## src/rtl/vga_timing.sv

```systemverilog
// -----------------------------------------------------------------------------
// vga_timing
// Generates VGA raster timing (640x480@60 Hz with the default parameters) from
// the pixel clock. The asynchronous PLL lock indicator is synchronized and must
// stay high for LOCK_WAIT consecutive cycles before the raster starts. Losing
// lock returns the raster to idle at once; the count starts over from zero.
//
// Ports:
//   clk          pixel clock
//   rst          asynchronous, active-high reset
//   locked       PLL lock indicator, asynchronous to clk
//   hsync        horizontal sync, active low
//   vsync        vertical sync, active low
//   video_on     high while (x,y) lies in the visible area
//   x, y         current pixel column / line number
//   line_start   one-cycle pulse on x==0
//   frame_start  one-cycle pulse on x==0 and y==0
//
// Every output is a flop loaded from values decoded from the *next* x/y, so
// coordinates and flags always describe the same pixel on the same cycle.
// -----------------------------------------------------------------------------
module vga_timing #(
    parameter int H_ACTIVE  = 640,
    parameter int H_FP      = 16,
    parameter int H_SYNC    = 96,
    parameter int H_BP      = 48,
    parameter int V_ACTIVE  = 480,
    parameter int V_FP      = 10,
    parameter int V_SYNC    = 2,
    parameter int V_BP      = 33,
    parameter int LOCK_WAIT = 16
) (
    input  logic       clk,
    input  logic       rst,
    input  logic       locked,
    output logic       hsync,
    output logic       vsync,
    output logic       video_on,
    output logic [9:0] x,
    output logic [9:0] y,
    output logic       line_start,
    output logic       frame_start
);

    localparam int H_TOTAL = H_ACTIVE + H_FP + H_SYNC + H_BP;
    localparam int V_TOTAL = V_ACTIVE + V_FP + V_SYNC + V_BP;
    localparam int CNT_W   = $clog2(LOCK_WAIT + 1);

    localparam logic [9:0] H_LAST   = 10'(H_TOTAL - 1);
    localparam logic [9:0] V_LAST   = 10'(V_TOTAL - 1);
    localparam logic [9:0] H_VIS    = 10'(H_ACTIVE);
    localparam logic [9:0] V_VIS    = 10'(V_ACTIVE);
    localparam logic [9:0] HS_BEGIN = 10'(H_ACTIVE + H_FP);
    localparam logic [9:0] HS_END   = 10'(H_ACTIVE + H_FP + H_SYNC);
    localparam logic [9:0] VS_BEGIN = 10'(V_ACTIVE + V_FP);
    localparam logic [9:0] VS_END   = 10'(V_ACTIVE + V_FP + V_SYNC);

    localparam logic [CNT_W-1:0] CNT_ZERO  = CNT_W'(0);
    localparam logic [CNT_W-1:0] CNT_ONE   = CNT_W'(1);
    localparam logic [CNT_W-1:0] LOCK_LAST = CNT_W'(LOCK_WAIT - 1);

    typedef enum logic [0:0] {
        WAIT_LOCK = 1'b0,
        RUN       = 1'b1
    } state_t;

    logic [1:0]       sync_r;
    logic             lk_s;
    state_t           state_r;
    state_t           state_s;
    logic [CNT_W-1:0] lock_cnt_r;
    logic [CNT_W-1:0] lock_cnt_s;
    logic [9:0]       x_s;
    logic [9:0]       y_s;
    logic             hsync_s;
    logic             vsync_s;
    logic             video_on_s;
    logic             line_start_s;
    logic             frame_start_s;

    // Two-flop synchronizer bringing the PLL lock into the pixel clock domain.
    always_ff @(posedge clk or posedge rst) begin
        if (rst) begin
            sync_r <= 2'b00;
        end else begin
            sync_r <= {sync_r[0], locked};
        end
    end

    assign lk_s = sync_r[1];

    // FSM state and lock-qualification counter.
    always_ff @(posedge clk or posedge rst) begin
        if (rst) begin
            state_r    <= WAIT_LOCK;
            lock_cnt_r <= CNT_ZERO;
        end else begin
            state_r    <= state_s;
            lock_cnt_r <= lock_cnt_s;
        end
    end

    // Next state, next lock count and next raster position.
    // Outside RUN the position is forced to the origin so a restart begins at (0,0).
    always_comb begin
        state_s    = state_r;
        lock_cnt_s = lock_cnt_r;
        x_s        = 10'd0;
        y_s        = 10'd0;
        case (state_r)
            WAIT_LOCK: begin
                if (lk_s) begin
                    if (lock_cnt_r == LOCK_LAST) begin
                        state_s    = RUN;
                        lock_cnt_s = CNT_ZERO;
                    end else begin
                        lock_cnt_s = lock_cnt_r + CNT_ONE;
                    end
                end else begin
                    lock_cnt_s = CNT_ZERO;
                end
            end
            RUN: begin
                if (!lk_s) begin
                    state_s    = WAIT_LOCK;
                    lock_cnt_s = CNT_ZERO;
                end else if (x == H_LAST) begin
                    x_s = 10'd0;
                    if (y == V_LAST) begin
                        y_s = 10'd0;
                    end else begin
                        y_s = y + 10'd1;
                    end
                end else begin
                    x_s = x + 10'd1;
                    y_s = y;
                end
            end
            default: begin
                state_s    = WAIT_LOCK;
                lock_cnt_s = CNT_ZERO;
            end
        endcase
    end

    // Decode of the flags for the next pixel; idle levels whenever the next state is not RUN.
    always_comb begin
        hsync_s       = 1'b1;
        vsync_s       = 1'b1;
        video_on_s    = 1'b0;
        line_start_s  = 1'b0;
        frame_start_s = 1'b0;
        if (state_s == RUN) begin
            hsync_s       = !((x_s >= HS_BEGIN) && (x_s < HS_END));
            vsync_s       = !((y_s >= VS_BEGIN) && (y_s < VS_END));
            video_on_s    = (x_s < H_VIS) && (y_s < V_VIS);
            line_start_s  = (x_s == 10'd0);
            frame_start_s = (x_s == 10'd0) && (y_s == 10'd0);
        end else begin
            hsync_s       = 1'b1;
            vsync_s       = 1'b1;
            video_on_s    = 1'b0;
            line_start_s  = 1'b0;
            frame_start_s = 1'b0;
        end
    end

    // Output register stage: coordinates and flags load together, so there is no skew.
    always_ff @(posedge clk or posedge rst) begin
        if (rst) begin
            x           <= 10'd0;
            y           <= 10'd0;
            hsync       <= 1'b1;
            vsync       <= 1'b1;
            video_on    <= 1'b0;
            line_start  <= 1'b0;
            frame_start <= 1'b0;
        end else begin
            x           <= x_s;
            y           <= y_s;
            hsync       <= hsync_s;
            vsync       <= vsync_s;
            video_on    <= video_on_s;
            line_start  <= line_start_s;
            frame_start <= frame_start_s;
        end
    end

endmodule
```

## config.mk

```make
export PLATFORM = sky130hd
export DESIGN_NAME = vga_timing
export DESIGN_NICKNAME = d
export VERILOG_FILES = /design/src/rtl/vga_timing.sv
export SDC_FILE = /design/constraint.sdc
export NUM_CORES = 1
export LEC_CHECK = 0
export ABC_AREA = 1
export CAP_MARGIN = 30
export CORE_MARGIN = 5
export CORE_UTILIZATION = 50
export CTS_CLUSTER_DIAMETER = 100
export CTS_CLUSTER_SIZE = 16
export DETAILED_ROUTE_END_ITERATION = 8
export PLACE_DENSITY = 0.74
export SYNTH_ARGS = -nofsm -noshare
export SYNTH_HDL_FRONTEND = slang
export SYNTH_SLANG_ARGS = --single-unit
```

## constraint.sdc

```tcl
create_clock -name clk -period 4.5 [get_ports clk]
set_input_delay 0.45 -clock clk [delete_from_list [all_inputs] [get_ports clk]]
set_output_delay 0.45 -clock clk [all_outputs]
set_load 0.02 [all_outputs]
```

==> metrics.txt, run 1 <==
outcome=complete, no violations; worst skew pair latency=0.28 ns; H-tree depth=2; Setup crit end kind=register; PD cells=230 nW/um^2; DRT iter0 DRCs=103; max_slew headroom=72.6%; PortBufs=27; register area share after synthesis=42.7%; root buffer cell=clkbuf_8; Tot GR Track Use=18.3%; Final #Nets=310; max_cap viols=0; area grow syn2layout=21.5%; Hold Path Class=reg -> reg; Layout Utilization=63.4%; Synthesis Warnings=0; TNS Setup=0 ns; Worst Setup Start Kind=register; clock sink count=33; Vias/cell=5.04; FMAX=493 MHz; sum of net half-perimeters after detailed placement=3.47 mm; clk buf depth=2; R2R Setup Slk=2.47 ns; Syn Inst Count=269; Final Instance Area=2360 um^2; CTS tree=yes; Crit Path Max Fanout=13; Least-Margin Pin Slew=0.410 ns; GPL Wtd Cong=0.912; cells on worst reg2reg path=11; CP Capture Point=frame_start$_DFF_PP0_; Crit path max-delay family=simple AND/OR/NAND/NOR gates; CP Depth=11; layout cell share with drive strength beyond 1=7.89%; Yosys reg bits=33; Critical Path Start=x[0]$_DFF_PP0_; Final Slew Violations=0; drt first pass iters=4; Total Wirelength=4.43 mm; final hold viol count=0; post-route clock period utilization=45.1%; vias in the first global route=1582; chip width=72.3 um; crit-path max cell delay=0.42 ns; Worst R2R Start=x[0]$_DFF_PP0_; Congestion Overflow GR=0; post-synthesis cell type count=25; CTS resizes=0; slowest cell on the critical path=dfrtp_1; CTS buffer count=5; initial antenna violation count=0; syn_area_per_cell=7.21 um^2; crit path buf inv count=0; Leakage=1.22 nW; Top-Level Pins=28; r2r endpoint=frame_start$_DFF_PP0_; Clock transition at path regs=0.07 ns; Mapped Area=1940 um^2; Die H=72.3 um; largest net degree at the start of global routing=34; crit path DAT=2.24 ns; Crit Path Category=reg -> reg; hold slack=0.353 ns; # setup viols final=0; Post-DP Area=2260 um^2; postcts setup bufs=0; Worst EP required=4.71 ns; diodes inserted=0; Placement Rows=22; RSZ-0062 raised after global routing=false; Synth Net Count=276; crit path cell chain=ha_1 -> nand2_2 -> nor2_8 -> nand2_4 -> nand2_4 -> nand2_2 -> nand3_1 -> nand2_1 -> nor2_1 -> nand2_1 -> nor2_1; cts hold-fix bufs=0; Worst Skew=0.00760 ns; DR WL/cell=12.6 um; die area=5220 um^2; Pwr Total=0.000543 W; routed vias=1775; core footprint=3720 um^2; first-pass GRT wire length=7.38 mm; final critical-path required period=2.03 ns; initial core utilization=52.2%; Detail Route Antenna Nets=0; VDD IR-drop max=180 uV; DRC viols=0
## stage by stage
step | setup slack [ns] | instances
detailed placement | 2.54 | 344
finish | 2.47 | 352
global route | 2.31 | 352
floorplan | 2.70 | 269
CTS | 2.49 | 352
global placement | 2.57 | 344
## worst min path at each step
stage / slack, ns / to / from / cells past startpoint
4_1_cts: 0.36 / sync_r[1]$_DFF_PP0_ / sync_r[0]$_DFF_PP0_ / 0
2_1_floorplan: 0.33 / sync_r[1]$_DFF_PP0_ / sync_r[0]$_DFF_PP0_ / 0
3_3_place_gp: 0.33 / sync_r[1]$_DFF_PP0_ / sync_r[0]$_DFF_PP0_ / 0
6_report: 0.35 / sync_r[1]$_DFF_PP0_ / sync_r[0]$_DFF_PP0_ / 0
3_5_place_dp: 0.34 / sync_r[1]$_DFF_PP0_ / sync_r[0]$_DFF_PP0_ / 0
5_1_grt: 0.37 / sync_r[1]$_DFF_PP0_ / sync_r[0]$_DFF_PP0_ / 0
## routing by layer
metal  GRT usage [%]  vias up  wire, um
li1                -      915         -
met1            24.0      809      1980
met2            29.4       44      2170
met3            4.57        7       213
met4            6.47        0        61
met5               0        -         0
## registers in the layout (all words and copies together), names as in the netlist
register / flops
sync_r: 2
hsync: 1
frame_start: 1
video_on: 1
vsync: 1
x: 10
lock_cnt_r: 5
line_start: 1
y: 10
state_r: 1
## synth_stat cells
cell type,n,area [um^2]
a21oi_1,3,15.0
a21oi_2,1,8.76
a22o_1,1,8.76
buf_8,1,15.0
dfrtp_1,31,776
dfstp_2,2,52.6
ha_1,4,50.1
inv_1,44,165
inv_2,2,7.51
nand2_1,72,270
nand2_2,3,18.8
nand2_4,3,33.8
nand3_1,29,145
nand4_1,8,50.1
nor2_1,41,154
nor2_2,3,18.8
nor2_4,1,11.3
nor2_8,1,20.0
nor3_1,5,25.0
o2111ai_1,1,8.76
o21ai_0,6,30.0
o21bai_1,3,22.5
o22ai_1,1,6.26
xnor2_1,1,8.76
xor2_1,2,17.5
## logic make-up (layout without fill, tap and decap cells)
group	Yosys count	after routing	share of synthesized area, %
xor+xnor	3	3	1.36
fa+ha+maj	4	4	2.58
compound gates	16	16	5.16
simple gates	166	166	38.5
buf+inv	47	82	9.68
flops	33	33	42.7
## cells in the final DEF, fill, tap and decap left out, types with 4 or more instances in the layout
master | netlist | routed
clkdlybuf4s50_1 | 0 | 27
dfrtp_1 | 31 | 31
clkbuf_8 | 0 | 6
nor3_1 | 5 | 5
inv_1 | 44 | 44
nand2_1 | 72 | 72
o21ai_0 | 6 | 6
nor2_1 | 41 | 41
nand3_1 | 29 | 29
ha_1 | 4 | 4
nand4_1 | 8 | 8
## layout make-up
type | count | area [um^2]
clock inverters | 1 | 7.51
multi-input cells | 189 | 923
well taps | 48 | 60.1
clock buffers | 7 | 86.3
fillers | 309 | 1360
inverters | 46 | 173
flip-flops and latches | 33 | 828
repair buffers | 28 | 278
## power by group
part           leakage (nW)  total (W)  switching (W)  internal [W]
Sequential            0.447   0.000302     0.00000233      0.000300
Combinational         0.727  0.0000130     0.00000840    0.00000456
Clock                0.0445   0.000227       0.000103      0.000124
Total                  1.22   0.000543       0.000114      0.000428
Note: power is estimated with default switching activity, not from simulation.
==> run 2, diff against run 1 <==
--- a/config.mk
+++ b/config.mk
@@ -8,11 +8,11 @@
 export ABC_AREA = 1
 export CAP_MARGIN = 30
 export CORE_MARGIN = 5
-export CORE_UTILIZATION = 50
+export CORE_UTILIZATION = 49
 export CTS_CLUSTER_DIAMETER = 100
 export CTS_CLUSTER_SIZE = 16
 export DETAILED_ROUTE_END_ITERATION = 8
-export PLACE_DENSITY = 0.74
+export PLACE_DENSITY = 0.76
 export SYNTH_ARGS = -nofsm -noshare
 export SYNTH_HDL_FRONTEND = slang
 export SYNTH_SLANG_ARGS = --single-unit
==> constraint.sdc (replaced) <==
create_clock -name clk -period 1.79 [get_ports clk]
set_input_delay 0.179 -clock clk [delete_from_list [all_inputs] [get_ports clk]]
set_output_delay 0.179 -clock clk [all_outputs]
set_load 0.02 [all_outputs]
==> run 2 against run 1 <==
Net effect:
- the run now ends with negative setup slack left
- count of clock-buffer cells in the layout did not move
- cell count rose by 7.7%
- clock power rose to 3.2 times the previous value
- largest power group unchanged
- sequential cell count did not move
==> metrics.txt, run 2 (same netlist as run 1, synthesis figures left out) <==
met3 Usage GRT=4.13%; CTS tree=yes; Pwr Total=0.00153 W; DRC viols=0; Hold Path Class=in -> async; largest net degree at the start of global routing=34; GPL Wtd Cong=0.923; CTS buffer count=5; layer with the highest usage=met2; GR Util met2=33.1%; Clock transition at path regs=0.07 ns; Crit Path Category=reg -> reg; root buffer cell=clkbuf_8; Least-Margin Pin Slew=0.422 ns; Setup crit end kind=register; area grow syn2layout=44.9%; final critical-path required period=1.82 ns; diodes inserted=0; Critical Path Start=x[1]$_DFF_PP0_; cts hold-fix bufs=0; first-pass GRT wire length=8.13 mm; DR WL/cell=14.8 um; H-tree depth=2; PD cells=544 nW/um^2; switching share of total power=20.3%; max_cap viols=0; worst skew pair latency=0.29 ns; DRT iter0 DRCs=158; core footprint=3740 um^2; initial core utilization=51.8%; Final Slew Violations=0; routed vias=1970; vias in the first global route=1806; RSZ-0062 raised after global routing=true; sum of net half-perimeters after detailed placement=3.72 mm; Detail Route Antenna Nets=0; Placement Rows=22; slowest cell on the critical path=dfrtp_1; internal power=0.00122 W; Worst Skew=0.00831 ns; Setup WS post-layout=-0.0253 ns; most frequent cells in the layout=66 x nand2_1, 36 x inv_1, 31 x nor2_1, 27 x clkdlybuf4s50_1; Worst R2R Start=x[1]$_DFF_PP0_; global routing usage on met1=25.7%; Combinational Power Share=2.2%; die area=5320 um^2; post-route clock period utilization=101%; crit-path max cell delay=0.40 ns; # setup viols final=1; hold slack=0.277 ns; clk buf depth=2; Crit Path Max Fanout=8; violated checks=negative setup slack; FMAX=551 MHz; Die H=72.9 um; chip width=72.9 um; final hold viol count=0; PortBufs=27; Clk network pwr share=48.1%; Total Wirelength=5.62 mm; clock sink count=33; largest registers=x: 10 flops, y: 10 flops, lock_cnt_r: 5 flops; Vias/cell=5.20; Leakage=1.35 nW; initial antenna violation count=0; Worst EP required=2.01 ns; Worst Setup Start Kind=register; outcome=finished with violations; layout cell share with drive strength beyond 1=29.3%; Congestion Overflow GR=0; crit path cell chain=ha_4 -> nand2_4 -> nor2_8 -> nand2_8 -> nand2_8 -> buf_8 -> a21oi_2 -> nor2_1 -> nand2_1 -> nor2_2 -> nand2_1 -> nor2_1; commonest non-fill, non-tap cell in the layout=nand2_1; switching power=0.000311 W; VDD IR-drop max=452 uV; Top-Level Pins=28; Final #Nets=337; Tot GR Track Use=19.9%; sequential group share of total power=49.7%; crit path DAT=2.03 ns; max_slew headroom=71.9%; drt first pass iters=4
[run 2: worst paths after layout]
check | end | slack, ns | depth (start not counted)
setup / recovery | frame_start$_DFF_PP0_ | -0.03 | 12
max in group asynchronous | hsync$_DFF_PP1_ | 1.18 | 3
min in group clk | sync_r[0]$_DFF_PP0_ | 0.34 | 1
setup reg to reg | frame_start$_DFF_PP0_ | -0.03 | 12
hold reg to reg | sync_r[1]$_DFF_PP0_ | 0.36 | 0
hold / removal | video_on$_DFF_PP0_ | 0.28 | 3
[run 2: stage by stage]
step	area, um^2	setup WS (ns)	cells	TNS (ns)	util (%)
5_1_grt	2810	-0.0834	379	-0.229	75.1
3_3_place_gp	2380	0.0269	359	0	63.5
2_1_floorplan	1940	0.0294	269	0	-
3_5_place_dp	2380	-0.0312	359	-0.0597	63.5
4_1_cts	2490	0.00303	367	0	66.6
6_report	2810	-0.0253	379	-0.0253	75.1
[run 2: critical path: cells and delay by family, from the launching register on]
kind                     cells  cell delay, ns
flip-flops                   1            0.40
AND/OR/NAND/NOR              9            0.99
AO/OA/AOI/OAI                1            0.05
buffers and inverters        1            0.14
adder cells (fa/ha/maj)      1            0.18
[run 2: timing repair]
action                     CTS  global route
cloned                       0             1
pin swaps                    0            20
buffers inserted             0            11
setup endpoints to repair    3             3
resized for setup            1            62
[run 2: routing by layer]
layer	up-vias	routed length, um
li1	970	-
met1	936	2290
met2	52	2970
met3	12	256
met4	0	99
met5	-	0
[run 2: layout make-up]
| class | count | area [um^2] |
|---|---|---|
| Clock buffer | 7 | 86.3 |
| Clock inverter | 1 | 30.0 |
| Fill cell | 284 | 933 |
| Inverter | 46 | 176 |
| Multi-Input combinational cell | 190 | 1140 |
| Sequential cell | 33 | 836 |
| Tap cell | 48 | 60.1 |
| Timing Repair Buffer | 54 | 484 |
[run 2: power by group through the flow]
| stage | registers, W | logic, W | clock network (W) |
|---|---|---|---|
| after global routing | 0.000762 | 0.0000397 | 0.000772 |
| after floorplan | 0.000772 | 0.0000214 | 0 |
| final | 0.000760 | 0.0000340 | 0.000735 |
| after CTS | 0.000760 | 0.0000355 | 0.000743 |
| after global placement | 0.000773 | 0.0000332 | 0 |
| after detailed placement | 0.000774 | 0.0000349 | 0 |
